File: src/rtl/monitor_pkg.sv
// Shared opcodes, reply bytes and FSM state encoding for the monitor programmer.
package monitor_pkg;

    localparam logic [7:0] OP_WRITE = 8'h57;
    localparam logic [7:0] OP_READ  = 8'h52;
    localparam logic [7:0] OP_DUMP  = 8'h44;
    localparam logic [7:0] RSP_ACK  = 8'h06;
    localparam logic [7:0] RSP_NAK  = 8'h15;

    typedef enum logic [2:0] {
        S_IDLE = 3'd0,
        S_ADDR = 3'd1,
        S_DATA = 3'd2,
        S_LEN  = 3'd3,
        S_WR   = 3'd4,
        S_RD   = 3'd5,
        S_TX   = 3'd6
    } monitor_state_t;

endpackage

File: src/rtl/monitor_timer.sv
// Inter-byte timeout: down-counter reloaded on clear or when idle, flags terminal count.
module monitor_timer #(
    parameter int TIMEOUT_CYCLES = 50_000_000
) (
    input  logic clock,
    input  logic reset_n,
    input  logic clear,
    input  logic run,
    output logic expired
);

    localparam int CW = (TIMEOUT_CYCLES < 2) ? 1 : $clog2(TIMEOUT_CYCLES);
    localparam logic [CW-1:0] LOAD = CW'(TIMEOUT_CYCLES - 1);

    logic [CW-1:0] count;

    always_ff @(posedge clock or negedge reset_n) begin
        if (!reset_n) begin
            count <= LOAD;
        end else if (clear || !run) begin
            count <= LOAD;
        end else if (count != '0) begin
            count <= count - 1'b1;
        end
    end

    // A byte arriving on the terminal cycle wins over the timeout.
    assign expired = run && !clear && (count == '0);

endmodule

File: src/rtl/monitor_programmer.sv
// Host byte-command engine driving the memory programmer port (write/read/dump).
// Optional inter-byte timeout compiled in with MONITOR_TIMEOUT_EN.
//
// state  | meaning
// S_IDLE | waiting for an opcode byte
// S_ADDR | waiting for the address byte
// S_DATA | waiting for the write data byte
// S_LEN  | waiting for the dump length byte
// S_WR   | single-cycle memory write strobe
// S_RD   | waiting READ_LATENCY cycles for read data
// S_TX   | holding a reply byte until the transmitter takes it
module monitor_programmer
    import monitor_pkg::*;
#(
    parameter int READ_LATENCY   = 1,
    parameter int TIMEOUT_CYCLES = 50_000_000
) (
    input  logic       clock,
    input  logic       reset_n,
    input  logic       rx_valid,
    input  logic [7:0] rx_data,
    output logic       tx_valid,
    output logic [7:0] tx_data,
    input  logic       tx_ready,
    output logic       prg_we,
    output logic [7:0] prg_MA,
    output logic [7:0] prg_WD,
    input  logic [7:0] prg_RD,
    output logic       busy
);

    localparam int RW = (READ_LATENCY < 1) ? 1 : $clog2(READ_LATENCY + 1);
    localparam logic [RW-1:0] RD_LOAD = RW'(READ_LATENCY);

    monitor_state_t state;
    logic [7:0]     opcode;
    logic [8:0]     dump_cnt;
    logic           is_dump;
    logic [RW-1:0]  rd_wait;
    logic           timeout;

`ifdef MONITOR_TIMEOUT_EN
    logic waiting_byte;
    assign waiting_byte = (state == S_ADDR) || (state == S_DATA) || (state == S_LEN);

    monitor_timer #(
        .TIMEOUT_CYCLES(TIMEOUT_CYCLES)
    ) u_timer (
        .clock   (clock),
        .reset_n (reset_n),
        .clear   (rx_valid),
        .run     (waiting_byte),
        .expired (timeout)
    );
`else
    logic unused_timeout;
    assign unused_timeout = ^32'(TIMEOUT_CYCLES);
    assign timeout = 1'b0;
`endif

    assign busy = (state != S_IDLE);

    always_ff @(posedge clock or negedge reset_n) begin
        if (!reset_n) begin
            state    <= S_IDLE;
            opcode   <= 8'h00;
            dump_cnt <= 9'd0;
            is_dump  <= 1'b0;
            rd_wait  <= '0;
            tx_valid <= 1'b0;
            tx_data  <= 8'h00;
            prg_we   <= 1'b0;
            prg_MA   <= 8'h00;
            prg_WD   <= 8'h00;
        end else begin
            prg_we <= 1'b0;
            case (state)
                S_IDLE: begin
                    if (rx_valid) begin
                        case (rx_data)
                            OP_WRITE, OP_READ, OP_DUMP: begin
                                opcode <= rx_data;
                                state  <= S_ADDR;
                            end
                            default: begin
                                is_dump  <= 1'b0;
                                tx_data  <= RSP_NAK;
                                tx_valid <= 1'b1;
                                state    <= S_TX;
                            end
                        endcase
                    end
                end
                S_ADDR: begin
                    if (timeout) begin
                        state <= S_IDLE;
                    end else if (rx_valid) begin
                        prg_MA  <= rx_data;
                        rd_wait <= RD_LOAD;
                        is_dump <= 1'b0;
                        case (opcode)
                            OP_WRITE: state <= S_DATA;
                            OP_READ:  state <= S_RD;
                            default:  state <= S_LEN;
                        endcase
                    end
                end
                S_DATA: begin
                    if (timeout) begin
                        state <= S_IDLE;
                    end else if (rx_valid) begin
                        prg_WD <= rx_data;
                        prg_we <= 1'b1;
                        state  <= S_WR;
                    end
                end
                S_LEN: begin
                    if (timeout) begin
                        state <= S_IDLE;
                    end else if (rx_valid) begin
                        dump_cnt <= (rx_data == 8'h00) ? 9'd256 : {1'b0, rx_data};
                        is_dump  <= 1'b1;
                        rd_wait  <= RD_LOAD;
                        state    <= S_RD;
                    end
                end
                S_WR: begin
                    tx_data  <= RSP_ACK;
                    tx_valid <= 1'b1;
                    state    <= S_TX;
                end
                S_RD: begin
                    if (rd_wait == '0) begin
                        tx_data  <= prg_RD;
                        tx_valid <= 1'b1;
                        state    <= S_TX;
                    end else begin
                        rd_wait <= rd_wait - 1'b1;
                    end
                end
                S_TX: begin
                    if (tx_ready) begin
                        tx_valid <= 1'b0;
                        // Every dump byte advances the address, so a full pass ends where it began.
                        if (is_dump) begin
                            prg_MA <= prg_MA + 8'd1;
                        end
                        if (is_dump && (dump_cnt > 9'd1)) begin
                            dump_cnt <= dump_cnt - 9'd1;
                            rd_wait  <= RD_LOAD;
                            state    <= S_RD;
                        end else begin
                            state <= S_IDLE;
                        end
                    end
                end
                default: state <= S_IDLE;
            endcase
        end
    end

endmodule

File: config.mk
export PLATFORM = sky130hd
export DESIGN_NAME = monitor_programmer
export DESIGN_NICKNAME = d
export VERILOG_FILES = /design/src/rtl/monitor_pkg.sv /design/src/rtl/monitor_timer.sv /design/src/rtl/monitor_programmer.sv
export SDC_FILE = /design/constraint.sdc
export NUM_CORES = 1
export LEC_CHECK = 0
export BUFFER_PORTS_ARGS = -buffer_cell sky130_fd_sc_hd__clkbuf_2
export CAP_MARGIN = 20
export CORE_MARGIN = 4
export CORE_UTILIZATION = 55
export CTS_BUF_LIST = sky130_fd_sc_hd__clkbuf_4
export CTS_CLUSTER_DIAMETER = 200
export DETAILED_ROUTE_END_ITERATION = 10
export PLACE_DENSITY = 0.79
export SYNTH_ARGS = -nofsm -noshare
export SYNTH_HDL_FRONTEND = slang
export SYNTH_SLANG_ARGS = --single-unit
File: constraint.sdc
create_clock -name clock -period 4.87 [get_ports clock]
set_input_delay 0.487 -clock clock [delete_from_list [all_inputs] [get_ports clock]]
set_output_delay 0.487 -clock clock [all_outputs]
set_load 0.01 [all_outputs]
After elaboration in Yosys (flattened, before gate mapping)
Index checks and enable logic that the tools add are counted.

Register bits: 48. Output and inout port bits: 27. Word-level logic and storage cells: 95.

Add/subtract/negate cells: 3. $lt $le $gt $ge: 1. Equality and inequality tests: 21. Mux-type cells: 39. Reduce and logical (&&, ||, !) cells: 21.

Operator list (count): 8-bit two-way mux (6); 8-bit by 7-bit == test with 1-bit output (second input constant) (5); 9-bit two-way mux (4); 3-bit two-way mux (8); 8-bit case mux with 3 select lines (1); 3-bit case mux with 7 select lines (1); 2-bit inequality test (second input constant) (9); 9-bit case mux with 2 select lines (1); 8-bit case mux with 2 select lines (1); 4-bit AND reduction (4); 1-bit two-way mux (13); 3-bit nonzero test (4); 5-bit AND reduction (2); 3-bit == test (second input constant) (3); 9-bit by 1-bit greater-than comparator with 1-bit output (second input constant) (1); 9-bit by 1-bit subtractor with 9-bit output (second input constant) (1); 8-bit by 1-bit adder with 8-bit output (second input constant) (1); 8-bit logical NOT (1); 3-bit by 2-bit == test with 1-bit output (second input constant) (2); 1-bit case mux with 3 select lines (2); 3-bit case mux with 2 select lines (1); 6-bit AND reduction (1); 1-bit case mux with 4 select lines (1); 2-bit nonzero test (2); 10 further kinds (10).

Depth between registers and ports, before layout
Word-level depth: 5. Mapped depth: 8. Depth with buffers taken out: 7.

Least setup slack after synthesis
Ideal clock, no wire load.

Kind: input port to flip-flop. From: in rx_data[1]. To: reg opcode[0]. Arrival: 1.612 ns. Required time: 4.745 ns. Path slack: 3.133 ns. Stages: 6. Cells stage by stage: nor3_1 a32o_2 nand3_2 or2_1 buf_6 mux2_4.

Word-level cells in the longest chain between the ends: 3. Elaborated cells between the ends (all ways): 5. Classes of those cells: 3 x eq/ne; 2 x reduce/logical.

RTL lines: start: declaration (RTL line monitor_programmer.sv:21) `input logic [7:0] rx_data,`; 8-bit by 7-bit == test with 1-bit output (RTL line monitor_programmer.sv:80) `case (rx_data)`; 3-bit OR reduction * (RTL line monitor_programmer.sv:80); 3-bit AND reduction (no line) *; end signal: assignment (RTL line monitor_programmer.sv:82) `opcode <= rx_data;`; end: declaration (RTL line monitor_programmer.sv:36) `logic [7:0] opcode;`.

Every way passes the cells marked *; elsewhere a longest branch is shown, timed or not. A chain may end at the register's enable or synchronous reset.

Worst setup path after layout
From: reg state[0]. To: reg dump_cnt[0].

Word-level cells in the longest chain between the ends: 3. Elaborated cells between the ends (all ways): 8. Classes of those cells: 5 x eq/ne; 1 x mux; 2 x reduce/logical.

RTL lines: start: declaration (RTL line monitor_programmer.sv:35) `monitor_state_t state;`; start signal: assignment (RTL line monitor_programmer.sv:65) `state <= S_IDLE;`; start signal: assignment (RTL line monitor_programmer.sv:83) `state <= S_ADDR;`; start signal: assignment (RTL line monitor_programmer.sv:89) `state <= S_TX;`; 3-bit by 2-bit == test with 1-bit output or 3-bit == test (tied branches) (RTL line monitor_programmer.sv:77) `case (state)`; 2-bit inequality test (no line) or 2-bit nonzero test (tied branches); 4-bit AND reduction (no line); end signal: assignment (RTL line monitor_programmer.sv:121) `dump_cnt <= (rx_data == 8'h00) ? 9'd256 : {1'b0, rx_data};`; end signal: assignment (RTL line monitor_programmer.sv:149) `dump_cnt <= dump_cnt - 9'd1;`; end: declaration (RTL line monitor_programmer.sv:37) `logic [8:0] dump_cnt;`.

Parallel ways exist; a longest one is shown, timed or not.

==> impl_metrics.csv <==
group,metric,value,unit
layout,diodes,0,
critical_path,arrival,2.54,ns
layout,area_delta_synth_final,11.7,%
floorplanning,chipWidth,75.7,um
synth,syn_avg_cell_area,9.50,sq um
power_and_ir_drop,leakage,1.28,nW
synth,yosysWarnings,0,
cts,cts_resized,0,
detailed_routing,vias,2131,
sta,setup_ws,2.63,ns
power_and_ir_drop,ir_drop,0.260,mV
sta,slew_headroom,0.409,
synth,synthArstFlopShare,1.00,
synth,synth.distinct_cells,49,
sta,worst_pin_slew,0.887,ns
critical_path,r2r_setup_slack,2.63,ns
synth,syn_area,2520,sq um
cts,path_clk_slew,0.13,ns
sta,fin_crit,2.24,ns
cts,tritoncts.num_buffers,5,
worst_hold_path,hold_path_class,"primary input to asynchronous set/reset pin",
sta,finalSetupTns,0,ns
flow_run,drv_cap,0,
floorplanning,fp.coreArea,4380,sq um
critical_path,crit_chain,"nor2b_1 -> o221ai_1 -> buf_4 -> or3_1 -> o211ai_1",
power_and_ir_drop,total_power,0.00162,W
power_and_ir_drop,p_per_area,577,nW/um^2
cts,cts_hold_buf,0,
synth,ys_seq_area_frac,0.477,
global_routing,gr-total-overflow,0,
floorplanning,die_y,75.7,um
critical_path,worst_setup_path_end_kind,"register",
critical_path,startpoint_type,"register",
global_routing,antenna_found_initial,0,
global_routing,grt_pass1_vias,1981,
critical_path,critPathRequiredTime,5.17,ns
detailed_routing,drt-vias-per-instance,5.94,
sta,fin_hold_ws,0.188,ns
floorplanning,row_count,24,
layout,nNetsFinal,329,
cts,cts_max_level,2,
place,pre_cts_slack,2.69,ns
cts,cts_buffer_depth,2,
synth,synth_edf_count,0,
detailed_routing,drt-pass1-iter-count,4,
critical_path,crit_family,"simple AND/OR/NAND/NOR gates",
detailed_routing,wire_per_inst,15.7,um
sta,skew,0.00967,ns
synth,synthCells,265,
synth,synth-seq-cells,48,
global_routing,grt_usage,0.218,
global_routing,grt_max_degree,49,
sta,fmax,447,MHz
critical_path,cp_num_buf_inv,1,
synth,synth_nets,288,
critical_path,startpoint,"state[0]",
outcome,status,"finished clean",
detailed_routing,postRouteAntennaNets,0,
cts,clk_latency,0.37,ns
critical_path,cpPeakStageDelay,0.68,ns
floorplanning,dieArea,5720,sq um
layout,drive_gt1_frac,0.238,
cts,clock_sinks,48,
sta,finalCritPeriodShare,0.459,
critical_path,r2r_start,"state[0]",
place,place_congestion,0.873,
global_routing,grt_first_pass_wirelength,9.43,mm
critical_path,cp_max_fo,19,
critical_path,critical_path_class,"register to register",
floorplanning,design.portCount,47,
synth,ys.flop_type,"dfrtp_1",
floorplanning,start_util,0.574,
detailed_routing,wl,5.63,mm
sta,drv_slew,0,
layout,fin_util,0.642,
detailed_routing,drc,0,
sta,rsz0062_at_grt,"false",
place,hpwl,3.97,mm
cts,cts_root_buf,"clkbuf_4",
sta,setup_viol,0,
cts,tritoncts,"built",
critical_path,crit_slowest_cell,"dfrtp_1",
detailed_routing,first_iter_violations,174,
cts,cts_setup_buffers,0,
sta,hold_viol,0,
place,portBuffers,46,
## final cells by class
type                            instances  area, sq um
Clock buffer                            7         52.6
Inverter                                8         30.0
Multi-Input combinational cell        195         1210
Fill cell                             383         1570
Clock inverter                          1         3.75
Timing Repair Buffer                   48          245
Tap cell                               52         65.1
Sequential cell                        48         1200
## path summary, 6_finish.rpt
path,cells past startpoint,end
min,2,tx_valid
max reg2reg,5,dump_cnt[0]
max,5,dump_cnt[0]
min in group clock,3,tx_data[2]
max in group asynchronous,2,opcode[4]
min reg2reg,1,opcode[6]
## layer usage
layer,track usage,share of wire,up-vias
li1,-,-,1046
met1,0.295,0.47,1010
met2,0.343,0.45,65
met3,0.0528,0.058,10
met4,0.0777,0.021,0
met5,0,0,-
## Yosys cell counts (all sizes together) (2+ instances only)
| master | number | area share |
|---|---|---|
| and2 | 4 | 0.0099 |
| or3 | 4 | 0.0099 |
| dfrtp | 48 | 0.48 |
| nor3 | 11 | 0.022 |
| o22a | 7 | 0.024 |
| a21oi | 25 | 0.050 |
| clkbuf | 3 | 0.0045 |
| o21ai | 17 | 0.034 |
| a22o | 4 | 0.014 |
| mux2 | 12 | 0.060 |
| nor3b | 2 | 0.0060 |
| a221o | 3 | 0.012 |
| inv | 8 | 0.012 |
| or2 | 4 | 0.0099 |
| a31oi | 6 | 0.015 |
| buf | 11 | 0.024 |
| nand2 | 20 | 0.030 |
| nor2b | 4 | 0.0099 |
| nand2b | 4 | 0.0099 |
| o22ai | 5 | 0.012 |
| nor4 | 4 | 0.0099 |
| nor2 | 30 | 0.046 |
| ha | 3 | 0.015 |
| nand3 | 7 | 0.016 |
| o2111ai | 2 | 0.0070 |
## state kept, by name (all words and copies together), names as in the netlist, 3 cells and up
signal and cells:
dump_cnt 9, opcode 8, prg_MA 8, prg_WD 8
state 3, tx_data 8
## power breakdown
part	switching (W)	internal (W)
logic	0.000391	0.000313
registers	0.000172	0.000554
clock network	0.000127	0.0000669
total	0.000690	0.000934
## cell usage in the layout, fill, tap and decap left out, drive strengths merged, types with 5 or more instances in the layout
cell     n
nor2    30
o21ai   17
dfrtp   48
o22a     7
a21oi   25
inv      8
nand3    7
o22ai    5
nor3    11
nand2   20
clkbuf  53
a31oi    6
mux2    12
## cell families (layout without fill, tap and decap cells)
| logic type | Yosys count | after routing | share of synthesized area |
|---|---|---|---|
| simple gates | 101 | 101 | 0.202 |
| compound gates | 77 | 77 | 0.199 |
| flops | 48 | 48 | 0.477 |
| buf+inv | 22 | 64 | 0.0403 |
| mux | 13 | 13 | 0.0636 |
| fa+ha+maj | 3 | 3 | 0.0149 |
| xor+xnor | 1 | 1 | 0.00348 |
## through the flow
stage | instance area (sq um) | cells
final | 2810 | 359
after floorplan | 2520 | 265
after global routing | 2810 | 359
after global placement | 2750 | 350
after detailed placement | 2760 | 351
after CTS | 2810 | 359
(Power assumes the default switching activity.)
